## config.mk

```make
export PLATFORM = sky130hd
export DESIGN_NAME = alu_arb
export DESIGN_NICKNAME = d
export VERILOG_FILES = /design/src/rtl/alu_arb_pkg.sv /design/src/rtl/alu.sv /design/src/rtl/alu_arb.sv
export SDC_FILE = /design/constraint.sdc
export NUM_CORES = 1
export LEC_CHECK = 0
export ABC_CLOCK_PERIOD_IN_PS = 6600
export CAP_MARGIN = 20
export CORE_AREA = 8 8 209 151
export CTS_CLUSTER_DIAMETER = 100
export DETAILED_ROUTE_END_ITERATION = 8
export DIE_AREA = 0 0 217 159
export PLACE_DENSITY = 0.7
export REMOVE_ABC_BUFFERS = 1
export SLEW_MARGIN = 15
export SYNTH_ARGS = -nofsm -noshare
export SYNTH_HDL_FRONTEND = slang
export SYNTH_SLANG_ARGS = --single-unit
```

## constraint.sdc

```tcl
create_clock -name clk -period 6.6 [get_ports clk]
set_clock_uncertainty 0.05 [all_clocks]
set_input_delay 0.66 -clock clk [delete_from_list [all_inputs] [get_ports clk]]
set_output_delay 0.66 -clock clk [all_outputs]
set_load 0.05 [all_outputs]
```

## src/rtl/alu_arb_pkg.sv

```systemverilog
// rtl/alu_arb_pkg.sv - shared ALU opcode, width and arbiter state definitions for alu_arb.
package alu_arb_pkg;

    localparam int DATA_WIDTH_ALU_OP = 4;
    localparam int DATA_WIDTH_GPR    = 32;

    localparam logic [DATA_WIDTH_ALU_OP-1:0] ALU_OP_ADD  = 4'd0;
    localparam logic [DATA_WIDTH_ALU_OP-1:0] ALU_OP_SUB  = 4'd1;
    localparam logic [DATA_WIDTH_ALU_OP-1:0] ALU_OP_AND  = 4'd2;
    localparam logic [DATA_WIDTH_ALU_OP-1:0] ALU_OP_OR   = 4'd3;
    localparam logic [DATA_WIDTH_ALU_OP-1:0] ALU_OP_XOR  = 4'd4;
    localparam logic [DATA_WIDTH_ALU_OP-1:0] ALU_OP_SLL  = 4'd5;
    localparam logic [DATA_WIDTH_ALU_OP-1:0] ALU_OP_SRL  = 4'd6;
    localparam logic [DATA_WIDTH_ALU_OP-1:0] ALU_OP_SRA  = 4'd7;
    localparam logic [DATA_WIDTH_ALU_OP-1:0] ALU_OP_SLT  = 4'd8;
    localparam logic [DATA_WIDTH_ALU_OP-1:0] ALU_OP_SLTU = 4'd9;

    typedef enum logic {
        ALU_ARB_IDLE = 1'b0,
        ALU_ARB_RESP = 1'b1
    } arb_state_t;

endpackage

```

## src/rtl/alu.sv

```systemverilog
// rtl/alu.sv - combinational ALU shared by the alu_arb requesters.
module alu
    import alu_arb_pkg::*;
#(
    parameter int OP_W = DATA_WIDTH_ALU_OP,
    parameter int DW   = DATA_WIDTH_GPR
) (
    input  logic [OP_W-1:0] op,
    input  logic [DW-1:0]   in_0,
    input  logic [DW-1:0]   in_1,
    output logic [DW-1:0]   out
);

    localparam int SHW = $clog2(DW);

    logic [SHW-1:0] shamt;

    assign shamt = in_1[SHW-1:0];

    always_comb begin
        out = '0;
        case (op)
            ALU_OP_ADD:  out = in_0 + in_1;
            ALU_OP_SUB:  out = in_0 - in_1;
            ALU_OP_AND:  out = in_0 & in_1;
            ALU_OP_OR:   out = in_0 | in_1;
            ALU_OP_XOR:  out = in_0 ^ in_1;
            ALU_OP_SLL:  out = in_0 << shamt;
            ALU_OP_SRL:  out = in_0 >> shamt;
            ALU_OP_SRA:  out = $unsigned($signed(in_0) >>> shamt);
            ALU_OP_SLT:  out = {{(DW-1){1'b0}}, $signed(in_0) < $signed(in_1)};
            ALU_OP_SLTU: out = {{(DW-1){1'b0}}, in_0 < in_1};
            default:     out = '0;
        endcase
    end

endmodule

```

## src/rtl/alu_arb.sv

```systemverilog
// rtl/alu_arb.sv - two-port valid/ready arbiter in front of one shared ALU with a registered result.
// ALU_ARB_FIXED_PRIO_EN: port 0 always wins ties instead of round-robin.
module alu_arb
    import alu_arb_pkg::*;
#(
    parameter int OP_W = DATA_WIDTH_ALU_OP,
    parameter int DW   = DATA_WIDTH_GPR
) (
    input  logic            clk,
    input  logic            rst_n,
    input  logic            req0_valid,
    output logic            req0_ready,
    input  logic [OP_W-1:0] req0_op,
    input  logic [DW-1:0]   req0_in_0,
    input  logic [DW-1:0]   req0_in_1,
    input  logic            req1_valid,
    output logic            req1_ready,
    input  logic [OP_W-1:0] req1_op,
    input  logic [DW-1:0]   req1_in_0,
    input  logic [DW-1:0]   req1_in_1,
    output logic            resp0_valid,
    input  logic            resp0_ready,
    output logic [DW-1:0]   resp0_data,
    output logic            resp1_valid,
    input  logic            resp1_ready,
    output logic [DW-1:0]   resp1_data,
    output logic            busy
);

    arb_state_t      state;
    arb_state_t      next_state;
    logic            owner;
    logic            last_gnt;
    logic            grant;
    logic            owner_ready;
    logic            slot_free;
    logic            accept;
    logic [DW-1:0]   resp_data;
    logic [OP_W-1:0] alu_op;
    logic [DW-1:0]   alu_in_0;
    logic [DW-1:0]   alu_in_1;
    logic [DW-1:0]   alu_out;

    // A full slot frees up in the same cycle its owner takes the result.
    assign owner_ready = owner ? resp1_ready : resp0_ready;
    assign slot_free   = (state == ALU_ARB_IDLE) || owner_ready;
    assign grant       = (req0_valid && req1_valid) ? ~last_gnt : req1_valid;
    assign accept      = slot_free && (req0_valid || req1_valid);

    assign alu_op   = grant ? req1_op   : req0_op;
    assign alu_in_0 = grant ? req1_in_0 : req0_in_0;
    assign alu_in_1 = grant ? req1_in_1 : req0_in_1;

    alu #(
        .OP_W (OP_W),
        .DW   (DW)
    ) u_alu (
        .op   (alu_op),
        .in_0 (alu_in_0),
        .in_1 (alu_in_1),
        .out  (alu_out)
    );

    always_ff @(posedge clk or negedge rst_n) begin
        if (!rst_n) begin
            state     <= ALU_ARB_IDLE;
            owner     <= 1'b0;
            resp_data <= '0;
        end else begin
            state <= next_state;
            if (accept) begin
                owner     <= grant;
                resp_data <= alu_out;
            end
        end
    end

`ifdef ALU_ARB_FIXED_PRIO_EN
    assign last_gnt = 1'b1;
`else
    always_ff @(posedge clk or negedge rst_n) begin
        if (!rst_n) begin
            last_gnt <= 1'b1;
        end else if (accept) begin
            last_gnt <= grant;
        end
    end
`endif

    always_comb begin
        next_state = state;
        if (accept) begin
            next_state = ALU_ARB_RESP;
        end else if ((state == ALU_ARB_RESP) && owner_ready) begin
            next_state = ALU_ARB_IDLE;
        end
    end

    always_comb begin
        busy        = (state == ALU_ARB_RESP);
        resp0_valid = (state == ALU_ARB_RESP) && !owner;
        resp1_valid = (state == ALU_ARB_RESP) && owner;
        resp0_data  = resp_data;
        resp1_data  = resp_data;
        req0_ready  = slot_free && req0_valid && !grant;
        req1_ready  = slot_free && req1_valid && grant;
    end

endmodule

```

**Yosys cells after proc, flatten, opt, wreduce, memory -nomap -nowiden**

Index checks and enable logic that the tools add are counted.

- Shift operators: 3
- Reduce and logical (&&, ||, !) cells: 15
- Bitwise gates (word level): 5
- Eq/ne operators: 9
- Order comparisons: 2
- Muxes and demuxes: 8
- Add/subtract/negate cells: 2

Operators with widths:

| operator | count |
|---|---|
| 32-bit one-hot mux with 10 select lines | 1 |
| 32-bit less-than comparator | 2 |
| 32-bit two-way mux | 2 |
| 32-bit adder | 1 |
| 32-bit AND | 1 |
| 32-bit bitwise OR | 1 |
| 32-bit by 5-bit left shift with 32-bit output | 1 |
| 32-bit by 5-bit >> shifter with 32-bit output | 1 |
| 32-bit by 5-bit >>> shifter with 32-bit output | 1 |
| 32-bit subtractor | 1 |
| 32-bit XOR | 1 |
| 4-bit by 3-bit == test with 1-bit output, second input constant | 4 |
| 1-bit logical AND | 9 |
| 4-bit by 2-bit == test with 1-bit output, second input constant | 2 |
| 4-bit == test, second input constant | 2 |
| 4-bit by 1-bit == test with 1-bit output, second input constant | 1 |
| 4-bit zero test | 1 |
| 1-bit two-way mux | 4 |
| 4-bit two-way mux | 1 |
| 1-bit zero test | 2 |
| 1-bit logical OR | 2 |
| 1-bit NOT | 2 |
| 2-bit nonzero test | 1 |

- Register bits after elaboration: 35
- Bits of input ports: 142
- Logic and storage cells: 48
- Output and inout port bits: 69

**Longest topological paths before layout**

- Depth after elaboration: 5
- Gate-level depth with buffers: 23
- Gate-level depth less buffers: 16

**Modules after synthesis**

Synthesis repeated with hierarchy kept, for this count alone.

- Cells, all modules: 1394
- Area, all modules: 10910.5 um2

Modules (own cells, without submodules):

| module | cells each | area an instance (um2) | instances | sequential area each (um2) |
|---|---|---|---|---|
| alu | 1196 | 8341.8 | 1 | 0.0 |
| alu_arb | 198 | 2568.7 | 1 | 877.1 |

**Worst setup path after synthesis**

No wires, ideal clock.

- Path kind: in2reg
- From: in req1_valid
- To: reg resp_data[24] (netlist: resp0_data[24])
- Arrival: 4.699 ns
- Path buffers: 7
- Library setup time: 0.121 ns
- Setup slack: 1.730 ns
- Stages on the path: 23
- Data required time: 6.429 ns
- Path through: a21bo_2 -> buf_6 -> buf_6 -> buf_6 -> buf_6 -> buf_4 -> buf_2 -> clkbuf_1 -> nand2_1 -> nand2_1 -> ha_1 -> inv_1 -> fa_1 -> nor2_1 -> o21bai_1 -> nor2b_1 -> a2111oi_2 -> o21ai_1 -> o21a_1 -> o21a_1 -> a2111oi_2 -> or4_1 -> a21oi_1

- Cells in the longest elaborated chain, start to end: 5
- Elaborated cells between the ends (all ways): 26
- Those cells by class: 2 x add/sub; 9 x eq/ne; 3 x shift; 5 x mux; 3 x bitwise; 4 x reduce/logical

Ends and longest elaborated chain:

| element | RTL line | text |
|---|---|---|
| start: declaration | alu_arb.sv:16 | `input logic req1_valid,` |
| 1-bit logical AND | alu_arb.sv:47 | `assign grant = (req0_valid && req1_valid) ? ~last_gnt : req1_valid;` |
| 1-bit two-way mux | alu_arb.sv:47 |  |
| 32-bit two-way mux, or another cell as far along | alu_arb.sv:51 | `assign alu_in_0 = grant ? req1_in_0 : req0_in_0;` |
| 32-bit subtractor, or another cell as far along | alu.sv:24 | `ALU_OP_SUB: out = in_0 - in_1;` |
| 32-bit one-hot mux with 10 select lines | alu.sv:22 | `case (op)` |
| end signal: assignment | alu_arb.sv:73 | `resp_data <= alu_out;` |
| end: declaration | alu_arb.sv:38 | `logic [DW-1:0] resp_data;` |

Several ways; a longest one is shown, not always the timed one.
A chain may end at the register's enable or synchronous reset.

**Final worst setup path**

- From: in req1_valid
- To: reg resp_data[29] (netlist: resp0_data[29])

Same word-level chain as after synthesis.

==> out/results.txt <==
VDD IR-drop max -> 0.000183 V
Hold Crit Depth -> 2
Port bufs -> 210
Ys Warns -> 0
Fmax -> 182 MHz
Vias -> 15800
Setup crit end kind -> register
Area occupied by multi-input gates -> 0.0107 mm^2
CP Max Fanout -> 55
Post-CTS Setup Repair Bufs -> 0
PnR Total Power -> 3830 uW
Fin crit period -> 5.49 ns
Synth Flop Type -> dfrtp_1
DP Wirelength -> 50800 um
Met3 WL post-DR -> 7810 um
CTS clk-pin slew, worst paths -> 0.07 ns
Top routing layer used -> met5
Post-CTS Resized -> 0
Worst path max stage delay -> 0.59 ns
Vias in the first global route -> 14500
Routability Congestion -> 1.03
R2R Setup Slk -> 1.69 ns
Inst Count DP -> 2350
Sequential cell area fraction in the yosys report -> 0.0683
Metal2 WL -> 26900 um
Post-Syn Instances -> 1897
Number of remaining DRC errors -> 0
Max Slew Vio Count -> 0
# hold bufs at CTS -> 0
Req. time, crit path -> 6.70 ns
Die Area -> 0.0345 mm^2
GRT Residual Overflow -> 0
DRT iter0 DRCs -> 2061
Worst setup startpoint -> req1_valid
HP Class -> register to register
Die W -> 217 um
Maximum number of pins on one net before global-route repair -> 73
Pwr dens -> 255 mW/mm^2
Root buffer cell -> clkbuf_16
Setup crit start kind -> input port
R2r endpoint -> resp0_data[29]
Mapped cell area -> 0.0128 mm^2
Final WL -> 64800 um
Post-DRT Antenna Nets -> 0
Layout Nets -> 2220
Total CTS buffers -> 5
Post-synth ARST share -> 1.00
Total GRT Usage -> 0.352
Seq cells post-synth -> 35
Hold Crit Start -> last_gnt
EDFF count, synth -> 0
Crit path DAT -> 5.59 ns
Initial DRT Pass Iterations -> 8
Antenna violations before repair -> 3
Register-to-Register Path Depth -> 15
Syn avg cell area -> 6.77 um^2
Final hold violations -> 0
Post-Layout Cell Count -> 2358
M1 WL -> 27800 um
Hold endpoint -> last_gnt
Setup tns final -> 0 ns
Synth top area share -> 0.147
Clock net sink count -> 35
Drt via density -> 6.69
RSZ-0062 raised after global routing -> no
Clock buffer depth -> 2
Layout overhead on the synthesized area -> 17.1%
Max Cap Violations -> 0
Final Core Density -> 0.531
Largest delay share family, worst path -> compound AO/OA/AOI/OAI gates
Core Rows -> 52
Antenna cell count -> 0
Period Utilization, post-route -> 0.832
Distinct cells, synth -> 88
Core Area -> 0.0284 mm^2
Share of cells above drive strength 1 -> 0.0667
Slowest-stage cell, CP -> a21boi_4
# setup viols final -> 0
CTS H-tree lvls -> 2
Static leakage -> 0.00654 uW
TritonCTS clock tree -> yes
I/O pins -> 211
Rel. slew slack -> 0.278
Yosys top cell by area -> mux2i_1
Crit path kind -> input port to register
Status -> completed
Sequential Area -> 877 um^2
Crit-path cells -> clkdlybuf4s50_1, a21boi_4, buf_12, mux2_4, ha_1, a211oi_1, o31ai_1, o211ai_1, o211ai_1, o41ai_1, buf_4, a31oi_1, a31oi_1, xnor2_1, a221oi_1, o21ai_0
Synth top area cells -> mux2i_1 (15%), ha_1 (9.4%), nand2_1 (9.3%), dfrtp_1 (6.6%), a21oi_1 (5.8%)
Initial core utilization -> 0.453
Die height -> 159 um
Worst Tran Pin Value -> 1.06 ns
R2r startpoint -> last_gnt
Skew-Pair Late Insertion Delay -> 0.30 ns
WP buf/inv -> 3
First-pass GRT wire length -> 95000 um
Final-layout fill cell count -> 2871
Post-DR wirelength/cell -> 27.5 um
## area by class of cell
class | count | share of cell area
inverters | 96 | 0.0243
multi-input cells | 1589 | 0.713
clock inverters | 2 | 0.00258
well taps | 378 | 0.0314
repair buffers | 252 | 0.162
flip-flops and latches | 35 | 0.0583
clock buffers | 6 | 0.00923
## report_power, final
group          total, uW  leakage, uW  switching, uW  internal, uW
Combinational       3150      0.00600           2120          1030
Clock                308    0.0000875            117           191
Sequential           376     0.000455           89.9           286
Total               3830      0.00654           2320          1510
## cells by family after synthesis
logic type | synth area share
xor+xnor | 0.00886
fa+ha+maj | 0.0976
simple gates | 0.216
buf+inv | 0.102
compound gates | 0.313
flops | 0.0683
mux | 0.195
## layer usage
| layer | up-vias | track usage |
|---|---|---|
| met4 | 6 | 0.112 |
| li1 | 7048 | - |
| met2 | 1086 | 0.515 |
| met1 | 7504 | 0.494 |
| met3 | 140 | 0.0926 |
| met5 | - | 0 |
## worst min-delay path: cells and delay by family (launching register included)
kind / cells / cell delay (ns)
flip-flops: 1 / 0.39
AND/OR/NAND/NOR: 2 / 0.11
## sequential cells by signal (all words and copies together) (netlist names)
register	flops
busy	1
last_gnt	1
owner	1
resp0_data	32
## worst max-delay path by stage
stage | slack [ns] | cells after the start | endpoint
2_1_floorplan | -2.89 | 13 | resp0_data[24]
3_3_place_gp | 1.06 | 16 | resp0_data[29]
3_5_place_dp | 0.97 | 16 | resp0_data[29]
4_1_cts | 1.25 | 16 | resp0_data[29]
5_1_grt | 0.94 | 16 | resp0_data[29]
6_report | 1.11 | 16 | resp0_data[29]
## stage by stage
stage               hold WS (ns)  instance area [um^2]  worst slack, ns
CTS                        0.458                 15100             1.25
global placement           0.437                 14900             1.06
finish                     0.459                 15100             1.11
global route               0.479                 15100            0.936
detailed placement         0.446                 14900            0.966
floorplan                  0.314                 11900            -2.89
## layout by cell type (no fill, tap or decap), drive strengths merged, types with 18 or more instances in the layout
master,Yosys,layout
a211oi,38,38
a21o,18,18
a21oi,148,148
a221oi,21,21
a22oi,18,18
a31oi,28,28
buf,104,45
clkdlybuf4s50,0,207
dfrtp,34,34
ha,97,97
inv,93,94
mux2,41,41
mux2i,193,193
nand2,318,318
nand3,38,38
nor2,150,150
nor2b,22,22
nor3,32,32
o211ai,35,35
o21ai,138,138
o221ai,21,21
## cells in the mapped netlist, drive strengths merged (21+ instances only)
master,count
a221oi,21
clkbuf,73
a21oi,148
nand3,38
buf,104
a211oi,38
nor2b,22
mux2,41
mux2i,193
a31oi,28
nand2,318
nor3,32
dfrtp,34
o211ai,35
nor2,150
o221ai,21
inv,93
ha,97
o21ai,138
No activity file was read; power rests on OpenSTA's default activity.
